--- src/rtl/debounce_edge_detector_pkg.sv ---
// debounce_edge_detector_pkg: FSM state encodings and parameter legality helper
package debounce_edge_detector_pkg;
  typedef enum logic [1:0] {
    LOW      = 2'd0,
    RISE_CHK = 2'd1,
    HIGH     = 2'd2,
    FALL_CHK = 2'd3
  } state_e;
  function automatic bit params_ok(input int sync_stages, input int stable_cycles);
    return sync_stages >= 2 && stable_cycles >= 2 && stable_cycles <= 255;
  endfunction
endpackage

--- src/rtl/sync_chain.sv ---
// sync_chain: plain D-flop synchroniser, sync reset to 0
// ports: clock, reset (sync, active-high), d (async input), q (last stage)
module sync_chain #(
  parameter int WIDTH  = 1,
  parameter int STAGES = 2
) (
  input  logic             clock,
  input  logic             reset,
  input  logic [WIDTH-1:0] d,
  output logic [WIDTH-1:0] q
);
  logic [STAGES-1:0][WIDTH-1:0] stage_q;
  always_ff @(posedge clock)
    if (reset) stage_q <= '0;
    else stage_q <= {stage_q[STAGES-2:0], d};
  assign q = stage_q[STAGES-1];
endmodule

--- src/rtl/debounce_edge_detector.sv ---
// debounce_edge_detector: synchronise and debounce d_in, emit level, rise/fall strobes, edge count
// ports: clock, reset (sync, active-high), d_in, enable, count_clr -> level, rise, fall, edge_count
module debounce_edge_detector
  import debounce_edge_detector_pkg::*;
#(
  parameter int SYNC_STAGES   = 2,
  parameter int STABLE_CYCLES = 4,
  parameter int CNT_W         = 8
) (
  input  logic             clock,
  input  logic             reset,
  input  logic             d_in,
  input  logic             enable,
  input  logic             count_clr,
  output logic             level,
  output logic             rise,
  output logic             fall,
  output logic [CNT_W-1:0] edge_count
);
  localparam int CW = $clog2(STABLE_CYCLES) + 1;
  localparam logic [CW-1:0] LAST = CW'(STABLE_CYCLES - 1);
  if (!params_ok(SYNC_STAGES, STABLE_CYCLES)) begin : g_bad_params
    $error("debounce_edge_detector: illegal SYNC_STAGES/STABLE_CYCLES");
  end
  logic s;
  logic accept;
  state_e state_q;
  logic [CW-1:0] cnt_q;
  logic level_q, rise_q, fall_q;
  logic [CNT_W-1:0] ecnt_q;
  sync_chain #(.WIDTH(1), .STAGES(SYNC_STAGES)) u_sync (
    .clock (clock),
    .reset (reset),
    .d     (d_in),
    .q     (s)
  );
  // final sample of a check that still agrees with the candidate level
  always_comb
    accept = enable && cnt_q == LAST &&
             ((state_q == RISE_CHK && s) || (state_q == FALL_CHK && !s));
  always_ff @(posedge clock) begin
    if (reset) begin
      state_q <= LOW;
      cnt_q   <= '0;
      level_q <= 1'b0;
      rise_q  <= 1'b0;
      fall_q  <= 1'b0;
      ecnt_q  <= '0;
    end else begin
      rise_q <= 1'b0;
      fall_q <= 1'b0;
      // clear wins over the old value but a coincident accepted edge still counts
      ecnt_q <= (count_clr ? '0 : ecnt_q) + CNT_W'(accept);
      case (state_q)
        LOW:
          if (s && enable) begin
            state_q <= RISE_CHK;
            cnt_q   <= CW'(1);
          end
        RISE_CHK:
          if (!enable || !s) begin
            state_q <= LOW;
            cnt_q   <= '0;
          end else if (cnt_q == LAST) begin
            state_q <= HIGH;
            cnt_q   <= '0;
            level_q <= 1'b1;
            rise_q  <= 1'b1;
          end else cnt_q <= cnt_q + CW'(1);
        HIGH:
          if (!s && enable) begin
            state_q <= FALL_CHK;
            cnt_q   <= CW'(1);
          end
        FALL_CHK:
          if (!enable || s) begin
            state_q <= HIGH;
            cnt_q   <= '0;
          end else if (cnt_q == LAST) begin
            state_q <= LOW;
            cnt_q   <= '0;
            level_q <= 1'b0;
            fall_q  <= 1'b1;
          end else cnt_q <= cnt_q + CW'(1);
      endcase
    end
  end
  assign level      = level_q;
  assign rise       = rise_q;
  assign fall       = fall_q;
  assign edge_count = ecnt_q;
endmodule

--- config.mk ---
export PLATFORM = sky130hd
export DESIGN_NAME = debounce_edge_detector
export DESIGN_NICKNAME = d
export VERILOG_FILES = /design/src/rtl/debounce_edge_detector_pkg.sv /design/src/rtl/sync_chain.sv /design/src/rtl/debounce_edge_detector.sv
export SDC_FILE = /design/constraint.sdc
export NUM_CORES = 1
export LEC_CHECK = 0
export ABC_AREA = 1
export BUFFER_PORTS_ARGS = -buffer_cell sky130_fd_sc_hd__clkbuf_2
export CAP_MARGIN = 20
export CORE_ASPECT_RATIO = 0.8
export CORE_MARGIN = 8
export CORE_UTILIZATION = 52
export DETAILED_ROUTE_END_ITERATION = 10
export GPL_TIMING_DRIVEN = 0
export PLACE_DENSITY = 0.76
export SLEW_MARGIN = 20
export SYNTH_ARGS = -nofsm -noshare
export SYNTH_HDL_FRONTEND = slang
export SYNTH_HIERARCHICAL = 1
export SYNTH_SLANG_ARGS = --single-unit
--- constraint.sdc ---
create_clock -name clock -period 2.2 [get_ports clock]
set_input_delay 0 -clock clock [delete_from_list [all_inputs] [get_ports clock]]
set_output_delay 0 -clock clock [all_outputs]
set_load 0.1 [all_outputs]
==> metrics.cfg, run 1 <==
[run_status]
status=finished, final reports clean

[worst_hold_path]
hold_path_class=in2reg

[route]
dr_total_vias=745
wl_per_cell_um=9.66
wl_mm=1.58
drt_first_pass_iters=4
drcViolationCount=0
viasPerCell=4.57
drtIter0Drc=23
ant_nets=0

[place]
dp_cells=157
numPortBuffers=15
gp_congestion=0.784
dp_hpwl_mm=1.25

[power_and_ir_drop]
p_per_area_nw_per_um2=781
leakagePower_nw=0.467
combPwrFrac_pct=25.0
p_int_mw=0.531
finalPower_mw=0.783
p_switching_mw=0.252
seqPwrFrac_pct=50.0
pwr-share-clk_pct=25.0
switching_share_pct=32.2
ir_drop_v=0.000494

[grt]
grt_max_degree=11
grt_pass1_wl_mm=2.66
grt.met2_usage_pct=15.5
grt_pass1_vias=661
antenna_found_initial=0
grt_usage_pct=11.2
overflow=0
grt.met3_usage_pct=5.90
use_met1_pct=14.0
grt_busiest_layer=met2

[clock_tree]
cts_buffer_depth=2
cts.sinks=18
tritoncts=yes
ctsResizeCount=0
insertion_delay_ps=290
numCtsBuffers=3
clk_pin_slew_worst_paths_ps=90
post_cts_buffers=0
h-tree-depth=1
cts_root_buf=clkbuf_4

[timing]
skew_ps=3.76
slew_headroom_pct=63.7
post-route-min-period_ps=2000
worstMarginPinSlew_ps=546
setup_tns_ps=0
max_freq_mhz=500
drv_slew=0
min_period_over_period_pct=90.9
rsz0062_at_grt=no
hold_viol=0
setup_viol=0

[yosys]
synth_cells=120
avgSynthCellArea_um2=7.03
synth_area_leaders=dfxtp_1 (43%), nor2_1 (9.8%), nand2_1 (9.3%), inv_1 (8.5%), ha_1 (4.5%)
ys_ff_latch=18
synth.distinct_cells=20
syn-num-nets=128
synth_top_area_cell=dfxtp_1
synth.top_cell.area_share_pct=42.7
yosysWarnings=6
seq_area_frac_synth_pct=42.7
syn_area_um2=843

[floorplanning]
core_um2=1580
initial_core_util_pct=53.4
pin_count=16
die_y_um=52.0
row_count=13
die_w_um=61.0
die_area_um2=3170

[setup_path]
worst-path-max-fanout=5
slowest_delay_ps=390
cp_cell_sequence=ha_1, nand2_1, a21oi_2, ha_1, ha_1, nand2_1, nor3_1, nand2_1, nand2_1, a21oi_1
end_kind=flop
path_class=reg2reg
cp_slowest_cell=dfxtp_1
crit_arrival_ps=2190
cpMostUsedCell=nand2_1
critPathRequiredTime_ps=2390
start_kind=flop

[final_layout]
n_fill_cell=157
final_cell_mix=nor2_1 (22), nand2_1 (21), inv_1 (19), dfxtp_1 (18), clkbuf_2 (15)
nNetsFinal=150
seq_area_um2=360
drive_gt1_share_pct=21.3
final_cells=163
synthToLayoutAreaGrowth_pct=18.8
multi_input_area_um2=395
antenna_cells=0
final_common_cell=nor2_1

[job]
cap_viol_max_count=0

## critical path: cells and delay by family, from the launching register on
family / cells / cell delay, ps
AOI/OAI and AO/OA: 2 / 240
and+or+nand+nor: 5 / 700
DFF: 1 / 390
adders and majority gates: 3 / 560
## Yosys cell counts (all sizes together)
cell type  instances
nand3              5
ha                 3
clkbuf             1
nor3               5
dfxtp             18
nand4              1
a21oi              8
nand2             25
inv               21
o21ai              6
a21boi             1
nor2              25
clkinv             1
## path summary, 6_finish.rpt
check                    startpoint       endpoint  slack [ps]  cells after the start
hold / removal            count_clr  edge_count[5]          60                      3
hold reg to reg   u_sync/stage_q[0]       u_sync/q         410                      2
setup / recovery           cnt_q[0]  edge_count[6]         200                     10
setup reg to reg           cnt_q[0]  edge_count[6]         200                     10
## layout make-up
| cell class | instances | share of cell area [%] |
|---|---|---|
| inverters | 22 | 8.36 |
| multi-input cells | 79 | 39.5 |
| clock buffers | 4 | 3.62 |
| flip-flops and latches | 18 | 36.0 |
| repair buffers | 17 | 9.49 |
| well taps | 22 | 2.75 |
| plain buffers | 1 | 0.375 |
## repair_timing
| action | 4_1_cts | 5_1_grt |
|---|---|---|
| hold endpoints to repair | 2 | 0 |
| setup endpoints to repair | 0 | 0 |
| hold buffers | 2 | 0 |
## state kept, by name, indices dropped and copies added, names as in the netlist
name            count
fall                1
cnt_q               3
u_sync/stage_q      1
u_sync/q            1
edge_count          8
rise                1
level               1
state_q             2
## kinds of logic (layout without fill, tap and decap cells)
group	after synthesis	count (layout)	share of synthesized area, %
fa+ha+maj	3	3	4.45
buf+inv	23	44	10.4
simple gates	61	61	32.8
compound gates	15	15	9.64
flops	18	18	42.7
## metrics by stage
stage	area (um^2)	hold WS (ps)	worst slack, ps	util, %
4_1_cts	1000	46.3	206	63.5
3_3_place_gp	946	192	291	60.0
2_1_floorplan	843	71.2	90.9	-
5_1_grt	1000	84.9	34.8	63.5
6_report	1000	55.3	200	63.5
3_5_place_dp	946	194	238	60.0
## power by group through the flow
stage	logic (mW)	clock network (mW)	registers [mW]
5_1_grt	0.224	0.225	0.396
6_report	0.196	0.196	0.391
4_1_cts	0.195	0.202	0.390
3_5_place_dp	0.192	0	0.398
2_1_floorplan	0.157	0	0.389
3_3_place_gp	0.182	0	0.396
## routing by layer
layer	part of all wire [%]	vias to the layer above
met5	0	-
met3	6.8	2
li1	-	416
met4	0.83	0
met1	49	312
met2	43	15
Note: power is estimated with default switching activity, not from simulation.
==> run 2: changes to the inputs <==
RECOVER_POWER = 100   (was not set)
==> run 2 against run 1 <==
Worst hold slack improved by 2.1 ps. First-iteration DRC count increased by 17%. Total power decreased by 0.55%. Via count increased by 1.2%. Utilization decreased by 0.95 points. Maximum frequency increased by 0.74%. Worst setup slack improved by 15 ps. Largest cell class unchanged.
==> metrics.cfg, run 2 (synthesis gave the netlist of run 1 again) <==
[run_status]
status=finished, final reports clean

[floorplanning]
pin_count=16  ; unchanged
die_w_um=61.0  ; unchanged
die_area_um2=3170  ; unchanged
initial_core_util_pct=53.4  ; unchanged
row_count=13  ; unchanged
core_um2=1580  ; unchanged
die_y_um=52.0  ; unchanged

[clock_tree]
clk_pin_slew_worst_paths_ps=90  ; about the same
tritoncts=yes
ctsResizeCount=0  ; unchanged
cts_root_buf=clkbuf_4
post_cts_buffers=0  ; unchanged
h-tree-depth=1  ; unchanged
insertion_delay_ps=290  ; about the same
numCtsBuffers=3  ; unchanged
cts.sinks=18  ; unchanged
cts_buffer_depth=2  ; unchanged

[timing]
slew_headroom_pct=22.0  ; -42 points
hold_ws_ps=57.4  ; +2.10 ps
min_period_over_period_pct=90.2  ; -0.67 points
rsz0062_at_grt=no
hold_viol=0  ; unchanged
post-route-min-period_ps=1990  ; -14.7 ps
worstMarginPinSlew_ps=1180  ; +629 ps
drv_slew=0  ; unchanged
fin_ws_ps=215  ; +14.7 ps
setup_tns_ps=0  ; unchanged
setup_viol=0  ; unchanged
skew_ps=1.88  ; -1.88 ps
max_freq_mhz=504  ; +0.74%

[route]
dr_total_vias=754  ; +1.2%
drt_first_pass_iters=4  ; unchanged
drcViolationCount=0  ; unchanged
viasPerCell=4.63  ; +1.2%
drtIter0Drc=27  ; +17%
wl_mm=1.58  ; +0.32%
wl_per_cell_um=9.69  ; +0.32%
ant_nets=0  ; unchanged

[setup_path]
worst-path-max-fanout=5  ; unchanged
reg2reg_setup_slack_ps=210  ; about the same
crit_arrival_ps=2170  ; -20 ps
path_class=reg2reg
end_kind=flop
reg2reg_depth=10  ; unchanged
critPathRequiredTime_ps=2390  ; about the same
reg2reg_from=cnt_q[0]
start_kind=flop
timing.rr.end=edge_count[6]

[power_and_ir_drop]
switching_share_pct=32.0  ; -0.20 points
pwr-share-clk_pct=25.0  ; about the same
leakagePower_nw=0.426  ; -8.8%
p_switching_mw=0.249  ; -1.2%
p_int_mw=0.529  ; -0.25%
p_per_area_nw_per_um2=789  ; +0.97%
finalPower_mw=0.779  ; -0.55%
seqPwrFrac_pct=50.2  ; +0.2 points
combPwrFrac_pct=24.8  ; -0.2 points
ir_drop_v=0.000488  ; -1.2%

[job]
cap_viol_max_count=0  ; unchanged

[final_layout]
synthToLayoutAreaGrowth_pct=17.1
drive_gt1_share_pct=12.8  ; -8.5 points
antenna_cells=0  ; unchanged
fin_area_um2=987  ; -1.5%
largest_reg_flops=8  ; unchanged
final_cells=163  ; unchanged
utilization_pct=62.6  ; -0.95 points
final_common_cell=nor2_1
nNetsFinal=150  ; unchanged
final_cell_mix=nor2_1 (22), nand2_1 (21), inv_1 (19), dfxtp_1 (18), clkbuf_1 (13)

[worst_hold_path]
hold_path_class=in2reg
min_from=count_clr
min_to=edge_count[5]
min_path_cells=3  ; unchanged

[place]
dp_hpwl_mm=1.25  ; unchanged
gp_congestion=0.784  ; unchanged
dp_cells=157  ; unchanged
numPortBuffers=15  ; unchanged
dpl_cell_area_um2=946  ; unchanged
pre_cts_slack_ps=238  ; unchanged

[grt]
grt_pass1_vias=661  ; unchanged
antenna_found_initial=0  ; unchanged
overflow=0  ; unchanged
grt_max_degree=11  ; unchanged
grt_pass1_wl_mm=2.66  ; unchanged
grt_usage_pct=11.2  ; unchanged

run 2: cell counts in the layout (fill, tap and decap cells not counted):
Identical to the previous run, type by type.
run 2: cell type report:
cell class                 count  area, um^2
clock buffer                   4        36.3
fill                         167         591
multi-input combinational     79         395
tap                           22        27.5
sequential                    18         360
buffer                         1        3.75
inverter                      22        83.8
timing repair buffer          17        80.1
run 2: worst max path at each step:
stage | start | end | slack (ps) | cells after the start
global route | state_q[1] | edge_count[6] | 40 | 11
floorplan | edge_count[0] | edge_count[6] | 90 | 9
global placement | cnt_q[0] | edge_count[6] | 290 | 10
finish | cnt_q[0] | edge_count[6] | 210 | 10
detailed placement | cnt_q[0] | edge_count[6] | 240 | 10
CTS | cnt_q[0] | edge_count[6] | 210 | 10
run 2: critical path, stage by stage (launching register included):
cell,delay (ps)
dfxtp_1,390
ha_1,180
nand2_1,140
a21oi_2,200
ha_1,200
ha_1,180
nand2_1,90
nor3_1,310
nand2_1,80
nand2_1,70
a21oi_1,40
run 2: power by group through the flow:
stage	clock network (mW)	registers [mW]	logic, mW
6_report	0.195	0.391	0.193
5_1_grt	0.225	0.396	0.222
4_1_cts	0.202	0.390	0.195
3_5_place_dp	0	0.398	0.192
3_3_place_gp	0	0.396	0.182
2_1_floorplan	0	0.389	0.157
run 2: repair_timing:
item                                    CTS  global route
endpoints found under the setup margin    0             0
endpoints found under the hold margin     2             0
hold buffers                              2             0
run 2: per-layer routing:
layer / vias up / share of wire, % / GRT usage, %
met3: 2 / 6.4 / 5.90
met4: 0 / 0.82 / 4.63
met2: 17 / 43 / 15.5
li1: 417 / - / -
met1: 318 / 50 / 14.0
met5: - / 0 / 0
